==> config.mk <==
export PLATFORM = sky130hd
export DESIGN_NAME = trap_ctrl
export DESIGN_NICKNAME = d
export VERILOG_FILES = /design/src/rtl/trap_ctrl.sv
export SDC_FILE = /design/constraint.sdc
export NUM_CORES = 1
export LEC_CHECK = 0
export ABC_AREA = 0
export CAP_MARGIN = 20
export CORE_UTILIZATION = 55
export CTS_CLUSTER_DIAMETER = 50
export DETAILED_ROUTE_END_ITERATION = 12
export PLACE_DENSITY_LB_ADDON = 0.25
export SLEW_MARGIN = 20
export SYNTH_ARGS = -nofsm -noshare
export SYNTH_HDL_FRONTEND = slang
export SYNTH_SLANG_ARGS = --single-unit
==> constraint.sdc <==
create_clock -name clk -period 4.35 [get_ports clk]
set_clock_uncertainty 0.1 [all_clocks]
set_input_delay 0.435 -clock clk [delete_from_list [all_inputs] [get_ports clk]]
set_output_delay 0.435 -clock clk [all_outputs]
set_load 0.05 [all_outputs]
==> src/rtl/trap_ctrl.sv <==
// Machine-mode trap controller: owns the trap CSRs and redirects fetch on trap entry and mret.
// Latency: 2 cycles from report to first fetch at target; stall_o holds the pipe throughout.
module trap_ctrl #(
    parameter logic [31:0] RESET_MTVEC = 32'h0000_0100
) (
    input  logic        clk,
    input  logic        rst,
    input  logic        excPresent_i,
    input  logic [31:0] excCause_i,
    input  logic [31:0] trapInfo_i,
    input  logic [31:0] pc_i,
    input  logic        mret_i,
    input  logic [11:0] csrAddr_i,
    input  logic        csrWe_i,
    input  logic [31:0] csrWrData_i,
    output logic [31:0] csrRdData_o,
    output logic        csrIllegal_o,
    output logic        stall_o,
    output logic        redirect_o,
    output logic [31:0] redirectPc_o,
    output logic        mstatusMie_o,
    output logic        mieMtie_o
);

    localparam logic [11:0] ADDR_MSTATUS = 12'h300;
    localparam logic [11:0] ADDR_MIE     = 12'h304;
    localparam logic [11:0] ADDR_MTVEC   = 12'h305;
    localparam logic [11:0] ADDR_MEPC    = 12'h341;
    localparam logic [11:0] ADDR_MCAUSE  = 12'h342;
    localparam logic [11:0] ADDR_MTVAL   = 12'h343;

    typedef enum logic [1:0] {
        ST_RUN,
        ST_TRAP,
        ST_RET
    } state_t;

    state_t      state_q, state_d;
    logic        mst_mie_q, mst_mie_d;
    logic        mst_mpie_q, mst_mpie_d;
    logic        mie_mtie_q, mie_mtie_d;
    logic [31:0] mtvec_q, mtvec_d;
    logic [31:0] mepc_q, mepc_d;
    logic [31:0] mcause_q, mcause_d;
    logic [31:0] mtval_q, mtval_d;

    logic        take;
    logic        mret_go;
    logic [31:0] mtvec_base;

    assign mtvec_base = {mtvec_q[31:2], 2'b00};

    always_comb begin
        state_d      = ST_RUN;
        mst_mie_d    = mst_mie_q;
        mst_mpie_d   = mst_mpie_q;
        mie_mtie_d   = mie_mtie_q;
        mtvec_d      = mtvec_q;
        mepc_d       = mepc_q;
        mcause_d     = mcause_q;
        mtval_d      = mtval_q;
        take         = 1'b0;
        mret_go      = 1'b0;
        stall_o      = 1'b0;
        redirect_o   = 1'b0;
        redirectPc_o = 32'h0;

        case (state_q)
            ST_RUN: begin
                take    = excPresent_i && !(excCause_i[31] && !mst_mie_q);
                mret_go = !take && mret_i;
                stall_o = take || mret_go;
                if (take) begin
                    mepc_d     = pc_i & 32'hFFFF_FFFC;
                    mcause_d   = excCause_i;
                    mtval_d    = excCause_i[31] ? 32'h0 : trapInfo_i;
                    mst_mpie_d = mst_mie_q;
                    mst_mie_d  = 1'b0;
                    state_d    = ST_TRAP;
                end else if (mret_go) begin
                    mst_mie_d  = mst_mpie_q;
                    mst_mpie_d = 1'b1;
                    state_d    = ST_RET;
                end else if (csrWe_i) begin
                    case (csrAddr_i)
                        ADDR_MSTATUS: begin
                            mst_mie_d  = csrWrData_i[3];
                            mst_mpie_d = csrWrData_i[7];
                        end
                        ADDR_MIE:    mie_mtie_d = csrWrData_i[7];
                        ADDR_MTVEC:  mtvec_d    = csrWrData_i & 32'hFFFF_FFFD;
                        ADDR_MEPC:   mepc_d     = csrWrData_i & 32'hFFFF_FFFC;
                        ADDR_MCAUSE: mcause_d   = csrWrData_i;
                        ADDR_MTVAL:  mtval_d    = csrWrData_i;
                        default: ;
                    endcase
                end
            end
            ST_TRAP: begin
                stall_o    = 1'b1;
                redirect_o = 1'b1;
                // Vector offset uses the cause captured at entry, scaled by 4.
                if (mtvec_q[1:0] == 2'b01 && mcause_q[31])
                    redirectPc_o = mtvec_base + {mcause_q[29:0], 2'b00};
                else
                    redirectPc_o = mtvec_base;
            end
            ST_RET: begin
                stall_o      = 1'b1;
                redirect_o   = 1'b1;
                redirectPc_o = mepc_q;
            end
            default: state_d = ST_RUN;
        endcase
    end

    always_comb begin
        csrRdData_o  = 32'h0;
        csrIllegal_o = 1'b0;
        case (csrAddr_i)
            ADDR_MSTATUS: csrRdData_o = {24'h0, mst_mpie_q, 3'b000, mst_mie_q, 3'b000};
            ADDR_MIE:     csrRdData_o = {24'h0, mie_mtie_q, 7'h0};
            ADDR_MTVEC:   csrRdData_o = mtvec_q;
            ADDR_MEPC:    csrRdData_o = mepc_q;
            ADDR_MCAUSE:  csrRdData_o = mcause_q;
            ADDR_MTVAL:   csrRdData_o = mtval_q;
            default:      csrIllegal_o = 1'b1;
        endcase
    end

    assign mstatusMie_o = mst_mie_q;
    assign mieMtie_o    = mie_mtie_q;

    always_ff @(posedge clk) begin
        if (rst) begin
            state_q    <= ST_RUN;
            mst_mie_q  <= 1'b0;
            mst_mpie_q <= 1'b0;
            mie_mtie_q <= 1'b0;
            mtvec_q    <= RESET_MTVEC;
            mepc_q     <= 32'h0;
            mcause_q   <= 32'h0;
            mtval_q    <= 32'h0;
        end else begin
            state_q    <= state_d;
            mst_mie_q  <= mst_mie_d;
            mst_mpie_q <= mst_mpie_d;
            mie_mtie_q <= mie_mtie_d;
            mtvec_q    <= mtvec_d;
            mepc_q     <= mepc_d;
            mcause_q   <= mcause_d;
            mtval_q    <= mtval_d;
        end
    end

endmodule

Word-level counts from Yosys, hierarchy flattened
Cells that the tools add are included.
{"block": "totals", "ff_bits": 132, "input_bits": 145, "mem_bits_ro": 0, "mem_count": 0, "ramBits": 0, "latchBits": 0}
{"block": "op_classes", "n_div": 0, "n_addsub": 1, "n_lt_le_gt_ge": 0, "multipliers": 0, "bitwise": 3, "reduce_logical": 25, "n_eq_ne": 9, "mux": 29, "shifts": 0}
{"operator": "$mux W32", "n": 14}
{"operator": "$pmux W32 S6", "n": 1}
{"operator": "$eq A12 B10 Y1 const B", "n": 6}
{"operator": "$pmux W32 S2", "n": 1}
{"operator": "$add A32 B32 Y32", "n": 1}
{"operator": "$reduce_and A4 Y1", "n": 3}
{"operator": "$mux W1", "n": 11}
{"operator": "$reduce_and A5 Y1", "n": 2}
{"operator": "$reduce_bool A2 Y1", "n": 4}
{"operator": "$reduce_bool A3 Y1", "n": 2}
{"operator": "$reduce_or A6 Y1", "n": 1}
{"operator": "$logic_and A1 B1 Y1", "n": 4}
{"operator": "$reduce_or A2 Y1", "n": 2}
{"operator": "$logic_not A1 Y1", "n": 3}
{"operator": "$not A1 Y1", "n": 3}
{"operator": "$reduce_and A3 Y1", "n": 1}
{"operator": "$reduce_or A3 Y1", "n": 1}
{"operator": "$eq A2 B1 Y1 const B", "n": 1}
{"operator": "$eq A2 B2 Y1 const B", "n": 1}
{"operator": "$logic_not A2 Y1", "n": 1}
{"operator": "$mux W2", "n": 1}
{"operator": "$ne A2 B2 Y1 const B", "n": 1}
{"operator": "$pmux W1 S2", "n": 1}
{"operator": "$logic_or A1 B1 Y1", "n": 1}

Logic depth before layout (Yosys ltp)
Gate-level depths: netlist of run 1.
{"block": "logic_depth", "depth_word": 8, "ltp_mapped": 11, "mapped_depth_nobuf": 11}

Worst setup path after synthesis of run 1
OpenSTA, ideal clock, no wires.
{"block": "synth_timing", "path_kind": "register to output", "from": "register mtvec_q[2]", "to": "output port redirectPc_o[30]", "required_ns": 3.815, "path_buffers": 0, "path_slack_ns": 0.428, "arrival_time_ns": 3.387, "stages_incl_launch_ff": 12, "path_cell_list": "dfxtp_1 ha_1 inv_1 fa_1 nor2b_1 o2111a_1 o31a_1 and4_4 o31ai_4 a211o_1 and3_1 nor3_1"}
{"block": "synth_via", "elab_chain_cells": 3}
{"item": "start, declared", "line": "42", "source": "logic [31:0] mtvec_q, mtvec_d;"}
{"item": "start signal, assigned", "line": "149", "source": "mtvec_q <= mtvec_d;"}
{"item": "$add A32 B32 Y32", "line": "104", "source": "redirectPc_o = mtvec_base + {mcause_q[29:0], 2'b00};"}
{"item": "$mux W32", "line": "103", "source": "if (mtvec_q[1:0] == 2'b01 && mcause_q[31])"}
{"item": "$pmux W32 S2", "line": "68", "source": "case (state_q)"}
{"item": "end, declared", "line": "20", "source": "output logic [31:0] redirectPc_o,"}
No other way between the ends.

Final worst setup path of run 1
{"block": "layout_timing", "from": "register mtvec_q[2]", "to": "output port redirectPc_o[24]"}
Same word-level chain as after synthesis.

==> flow_metrics.env, run 1 <==
export IMPL_clockBufferDepth=2
export IMPL_cpMostUsedCell="a21oi_1"
export IMPL_synth_top_cell_area_share=0.2976
export IMPL_final_nets=1461
export IMPL_dp_hpwl_mm=18.77
export IMPL_layout_cells_non_filler=1506
export IMPL_rsz0062_at_grt="no"
export IMPL_wl_mm=28.05
export IMPL_status="finished clean"
export IMPL_synth_async_reset_ratio=0
export IMPL_synth_yosys_warnings=0
export IMPL_p_leak_nw=4.456
export IMPL_fmax_mhz=237.5
export IMPL_placed_cells=1474
export IMPL_netlist_instances=1124
export IMPL_slew_headroom=0.3327
export IMPL_grtUsageTotal=0.3460
export IMPL_insertion_delay_ns=0.43
export IMPL_syn_area_mm2=0.008746
export IMPL_cts_tree="built"
export IMPL_final_max_slew_viol_count=0
export IMPL_boundaryPins=214
export IMPL_initialDrtViolationCount=1004
export IMPL_final_antenna_net_count=0
export IMPL_path_clk_slew_ns=0.06
export IMPL_grt_pass1_vias=8900
export IMPL_path_delay_family="compound AO/OA/AOI/OAI gates"
export IMPL_root_buffer="clkbuf_16"
export IMPL_grt_antenna_before_repair=0
export IMPL_yosys_area_top_type="dfxtp_1"
export IMPL_irDropWorstVdd_mv=0.3009
export IMPL_drive_gt1_frac=0.1259
export IMPL_critPathSlowestCell="dlygate4sd2_1"
export IMPL_cts_sinks=130
export IMPL_cp_arrival_ns=3.68
export IMPL_start_util=0.5690
export IMPL_hp_class="reg2reg"
export IMPL_path_max_fanout=5
export IMPL_fp_dieH_um=128.1
export IMPL_rows=45
export IMPL_yosysUniqueCellTypes=67
export IMPL_synthTopCellsByArea="dfxtp_1 30%, a21oi_1 8.9%, a211oi_2 8.2%, nor2_1 7.2%, nand2_1 6.1%"
export IMPL_worstPathRequired_ns=3.82
export IMPL_vias_per_cell=6.159
export IMPL_drv_cap=0
export IMPL_hold_violations=0
export IMPL_die_x_um=128.1
export IMPL_synth_seq_cells=130
export IMPL_critPathKind="reg2out"
export IMPL_ys_flop_type="dfxtp_1"
export IMPL_grt_max_degree=76
export IMPL_synth_edf_count=0
export IMPL_core_mm2=0.01537
export IMPL_io_buffer_count=209
export IMPL_final_setup_viol_count=0
export IMPL_grt_overflow_total=0
export IMPL_cts_setup_buffers=0
export IMPL_powerDensity_mw_per_mm2=307.7
export IMPL_critPathMaxStageDelay_ns=0.55
export IMPL_fin_crit_ns=4.211
export IMPL_htree_num_levels=4
export IMPL_timing_setup_tns_ns=0
export IMPL_num_vias=9276
export IMPL_tightestPinTransition_ns=1.001
export IMPL_cp_num_buf_inv=2
export IMPL_syn_area_per_cell_um2=7.781
export IMPL_grt_pass1_wl_mm=44.73
export IMPL_cp_end_kind="output port"
export IMPL_gp_congestion=0.8932
export IMPL_drc=0
export IMPL_syn2layout_area_growth_pct=30.87
export IMPL_drt_pass1_iter_count=5
export IMPL_design_die_area_mm2=0.01641
export IMPL_startpoint_type="flip-flop"
export IMPL_wl_per_cell_um=18.62
export IMPL_synth_seq_area_share=0.2976
export IMPL_n_antenna_cell=0
export IMPL_cts_inserted_buffers=17
export IMPL_preCtsSetupSlack_ns=0.3396
export IMPL_final_fill_count=1162
export IMPL_crit_path_cell_trace="ha_1 -> inv_1 -> fa_1 -> nor2b_1 -> o2111a_1 -> o31a_1 -> a41o_1 -> a21oi_1 -> a21oi_1 -> xor2_1 -> o2bb2ai_1 -> dlygate4sd2_1"
export IMPL_min_period_over_period=0.9679
export IMPL_layout_setup_ws_ns=0.1395
==> cell usage in the layout, fill, tap and decap left out, types with 3 or more instances in the layout <==
master and n:
a21oi_1 155, clkdlybuf4s50_1 161, dfxtp_1 130, xnor2_1 12, o211ai_1 3, o21ai_0 35, and2_1 33, xor2_1 13
inv_1 9, a211oi_2 57, dlygate4sd2_1 4, o2bb2ai_1 7, mux2i_1 37, a31oi_1 7, nor2_1 167, a21o_1 14
or3_1 3, buf_4 53, a221o_1 29, clkbuf_8 3, a311oi_1 6, and3_1 7, nand3_1 4, clkbuf_16 17
nor3_1 8, bufinv_16 3, clkinvlp_4 5, nand2_1 142, ha_1 33, nor2b_1 7, dlymetal6s2s_1 7, a211oi_1 32
buf_12 3, a22oi_1 21, nand4_1 6
==> path summary, 6_finish.rpt <==
| check | depth (start not counted) | startpoint | to | slack, ns |
|---|---|---|---|---|
| setup / recovery | 12 | mtvec_q[2] | redirectPc_o[24] | 0.14 |
| hold / removal | 2 | mtvec_q[31] | mtvec_q[31] | 0.39 |
| setup reg to reg | 6 | mstatusMie_o | mcause_q[1] | 1.87 |
| hold reg to reg | 2 | mtvec_q[31] | mtvec_q[31] | 0.39 |
==> metrics by stage <==
stage	utilization	total power, mW	hold WS [ns]	cell area (µm²)
global route	0.7446	3.643	0.4177	11450
floorplan	-	1.765	0.3589	8750
detailed placement	0.7034	2.021	0.3824	10810
finish	0.7446	3.522	0.3908	11450
global placement	0.7034	2.005	0.3697	10810
CTS	0.7435	3.508	0.3888	11430
==> where the power goes <==
| part | internal [mW] | switching, mW | total, mW | leakage, nW |
|---|---|---|---|---|
| combinational | 0.303 | 0.376 | 0.679 | 3.10 |
| clock | 0.946 | 0.566 | 1.51 | 0.291 |
| sequential | 1.27 | 0.0611 | 1.33 | 1.06 |
==> metal layers <==
| metal | global-route usage | part of all wire | vias to the layer above |
|---|---|---|---|
| li1 | - | - | 4395 |
| met1 | 0.4553 | 0.43 | 4322 |
| met2 | 0.5588 | 0.46 | 499 |
| met3 | 0.05801 | 0.091 | 60 |
| met4 | 0.1481 | 0.025 | 0 |
| met5 | 0 | 0 | - |
==> logic make-up (layout without fill, tap and decap cells) <==
group	Yosys count	in the layout	synth area share
DFF	130	130	0.2976
AOI/OAI and AO/OA	396	396	0.3323
buffers and inverters	102	272	0.05336
muxes	39	39	0.04492
adders and majority gates	34	34	0.04950
other	1	2	0.0004288
xor gates and xnor gates	25	25	0.02504
and+or+nand+nor	397	397	0.1969
==> worst min-delay path, stage by stage (launching register included) <==
cell	delay (ns)
dfxtp_1	0.33
nand2_1	0.06
a21oi_1	0.05
==> state kept, by name, indices dropped and copies added, names as in the netlist <==
register      cells
mtval_q          32
mieMtie_o         1
mtvec_q          31
mcause_q         32
mepc_q           30
mst_mpie_q        1
mstatusMie_o      1
state_q           2
==> cell type report <==
class | instances | area, µm² | area share
Multi-Input combinational cell | 893 | 5719 | 0.4997
Sequential cell | 130 | 2603 | 0.2274
Timing Repair Buffer | 229 | 2197 | 0.1920
Clock buffer | 20 | 466.7 | 0.04077
Tap cell | 211 | 264.0 | 0.02307
Clock inverter | 12 | 155.1 | 0.01355
Inverter | 11 | 41.29 | 0.003607
==> what timing repair did <==
| item | 4_1_cts | 5_1_grt |
|---|---|---|
| resized for setup | 4 | 7 |
| endpoints found under the setup margin | 4 | 7 |
| hold buffers | 0 | 0 |
==> Yosys cell counts (all sizes together) (7+ instances only) <==
library cell  number
buf               25
ha                33
and2              34
nor2b              9
a21o              14
a21oi            155
xor2              13
a211oi            89
nand2            142
a22oi             21
and3               7
mux2i             37
xnor2             12
a31oi              7
nor2             167
o21ai             38
o2bb2ai            7
clkbuf            66
a221o             29
nor3               9
dfxtp            130
inv               10
Power figures use the tool's default switching activity.
==> run 2: changes to the inputs <==
CORE_MARGIN = 2   (was not set)
==> flow_metrics.env, run 2 (same netlist as run 1, synthesis figures left out) <==
export IMPL_final_max_slew_viol_count=0
export IMPL_cts_sinks=130
export IMPL_start_util=0.5566
export IMPL_r2r_end="mtvec_q[31]"
export IMPL_drive_gt1_frac=0.1300
export IMPL_reg2reg_slack_ns=1.71
export IMPL_hold_violations=0
export IMPL_fmax_mhz=239.4
export IMPL_cts_resized=4
export IMPL_switchingPower_mw=1.001
export IMPL_whs_ns=0.3892
export IMPL_slew_headroom=0.2617
export IMPL_status="finished clean"
export IMPL_initialDrtViolationCount=771
export IMPL_seqPwrFrac=0.373
export IMPL_syn2layout_area_growth_pct=31.44
export IMPL_vias_per_cell=6.144
export IMPL_final_antenna_net_count=0
export IMPL_cts_setup_buffers=0
export IMPL_pwr_share_comb=0.193
export IMPL_top_layer="met4"
export IMPL_final_setup_viol_count=0
export IMPL_num_vias=9315
export IMPL_fin_crit_ns=4.177
export IMPL_holdBufCountCts=0
export IMPL_grtUsageTotal=0.3378
export IMPL_min_delay_start="mtvec_q[19]"
export IMPL_grt_pass1_wl_mm=44.99
export IMPL_tightestPinTransition_ns=1.103
export IMPL_timing_rr_start="state_q[0]"
export IMPL_root_buffer="clkbuf_16"
export IMPL_htree_num_levels=4
export IMPL_n_antenna_cell=0
export IMPL_p_int_mw=2.565
export IMPL_design_die_area_mm2=0.01693
export IMPL_die_x_um=130.1
export IMPL_powerDensity_mw_per_mm2=310.2
export IMPL_grt_antenna_before_repair=0
export IMPL_top_regs="mcause_q (32), mtval_q (32), mtvec_q (31)"
export IMPL_rr_worst_depth=7
export IMPL_final_cell_mix="167 x nor2_1, 162 x clkdlybuf4s50_1, 155 x a21oi_1, 142 x nand2_1, 130 x dfxtp_1"
export IMPL_final_nets=1466
export IMPL_min_path_cells=2
export IMPL_rows=46
export IMPL_final_common_cell="nor2_1"
export IMPL_drv_cap=0
export IMPL_drt_pass1_iter_count=6
export IMPL_cts_inserted_buffers=17
export IMPL_hp_class="reg2reg"
export IMPL_drc=0
export IMPL_worstPathRequired_ns=3.82
export IMPL_wl_per_cell_um=18.90
export IMPL_swShare=0.2807
export IMPL_insertion_delay_ns=0.43
export IMPL_clockPowerShare=0.435
export IMPL_dp_hpwl_mm=19.49
export IMPL_irDropWorstVdd_mv=0.2961
export IMPL_min_period_over_period=0.9602
export IMPL_grt_max_degree=79
export IMPL_cp_end_kind="output port"
export IMPL_core_mm2=0.01571
export IMPL_rsz0062_at_grt="no"
export IMPL_boundaryPins=214
export IMPL_clockBufferDepth=2
export IMPL_cts_tree="built"
export IMPL_grt_overflow_total=0
export IMPL_grt_pass1_vias=9034
export IMPL_path_clk_slew_ns=0.06
export IMPL_path_max_fanout=5
export IMPL_critPathKind="reg2out"
export IMPL_min_to="mtvec_q[19]"
export IMPL_timing_setup_tns_ns=0
export IMPL_wl_met1_mm=11.88
export IMPL_startpoint_type="flip-flop"
export IMPL_cp_arrival_ns=3.64
export IMPL_gp_congestion=0.9415
export IMPL_wl_met2_mm=13.48
export IMPL_fp_dieH_um=130.1
export IMPL_p_leak_nw=4.479
export IMPL_wl_mm=28.66
export IMPL_io_buffer_count=209
export IMPL_wl_met3_mm=2.496
## run 2: metrics by stage
stage,setup WS (ns),area [µm²],instances,util,power [mW]
global placement,0.3717,10860,1484,0.6909,2.008
floorplan,0.4278,8750,1125,-,1.765
finish,0.1730,11500,1516,0.7316,3.566
global route,0.01028,11500,1516,0.7316,3.681
CTS,0.02542,11480,1516,0.7309,3.559
detailed placement,0.3424,10860,1484,0.6909,2.024
## run 2: worst max-delay path, cell delays in order, from the launching register on
cell and delay, ns:
dfxtp_1 0.37, ha_1 0.20, inv_1 0.06, fa_1 0.41, nor2b_1 0.19, o2111a_1 0.25
o31a_1 0.28, and4_4 0.28, o31ai_4 0.09, a211o_1 0.38, and3_1 0.21, nor3_1 0.25
buf_4 0.25
## run 2: cell type report
| class | instances | area [µm²] |
|---|---|---|
| multi-input combinational | 893 | 5719 |
| fill | 1229 | 4217 |
| sequential | 130 | 2603 |
| timing repair buffer | 234 | 2228 |
| clock buffer | 19 | 452.9 |
| tap | 216 | 270.3 |
| clock inverter | 13 | 181.4 |
| inverter | 11 | 41.29 |
## run 2: power groups by stage
| stage | Sequential [mW] | Combinational, mW | Clock (mW) |
|---|---|---|---|
| after CTS | 1.33 | 0.678 | 1.55 |
| after floorplan | 1.34 | 0.428 | 0 |
| after global routing | 1.34 | 0.743 | 1.60 |
| after detailed placement | 1.35 | 0.672 | 0 |
| after global placement | 1.35 | 0.657 | 0 |
| final | 1.33 | 0.687 | 1.55 |
## run 2: per-layer routing
metal | vias up | track usage
met2 | 519 | 0.5550
met4 | 0 | 0.1404
met1 | 4322 | 0.4397
met5 | - | 0
met3 | 70 | 0.06027
li1 | 4404 | -
## run 2: how the worst max path moves through the flow
| stage | startpoint | to | depth (start not counted) |
|---|---|---|---|
| 2_1_floorplan | mtvec_q[2] | redirectPc_o[30] | 11 |
| 3_3_place_gp | mtvec_q[9] | redirectPc_o[29] | 9 |
| 3_5_place_dp | mtvec_q[9] | redirectPc_o[29] | 9 |
| 4_1_cts | mtvec_q[6] | redirectPc_o[23] | 10 |
| 5_1_grt | mtvec_q[6] | redirectPc_o[31] | 10 |
| 6_report | mtvec_q[2] | redirectPc_o[30] | 12 |
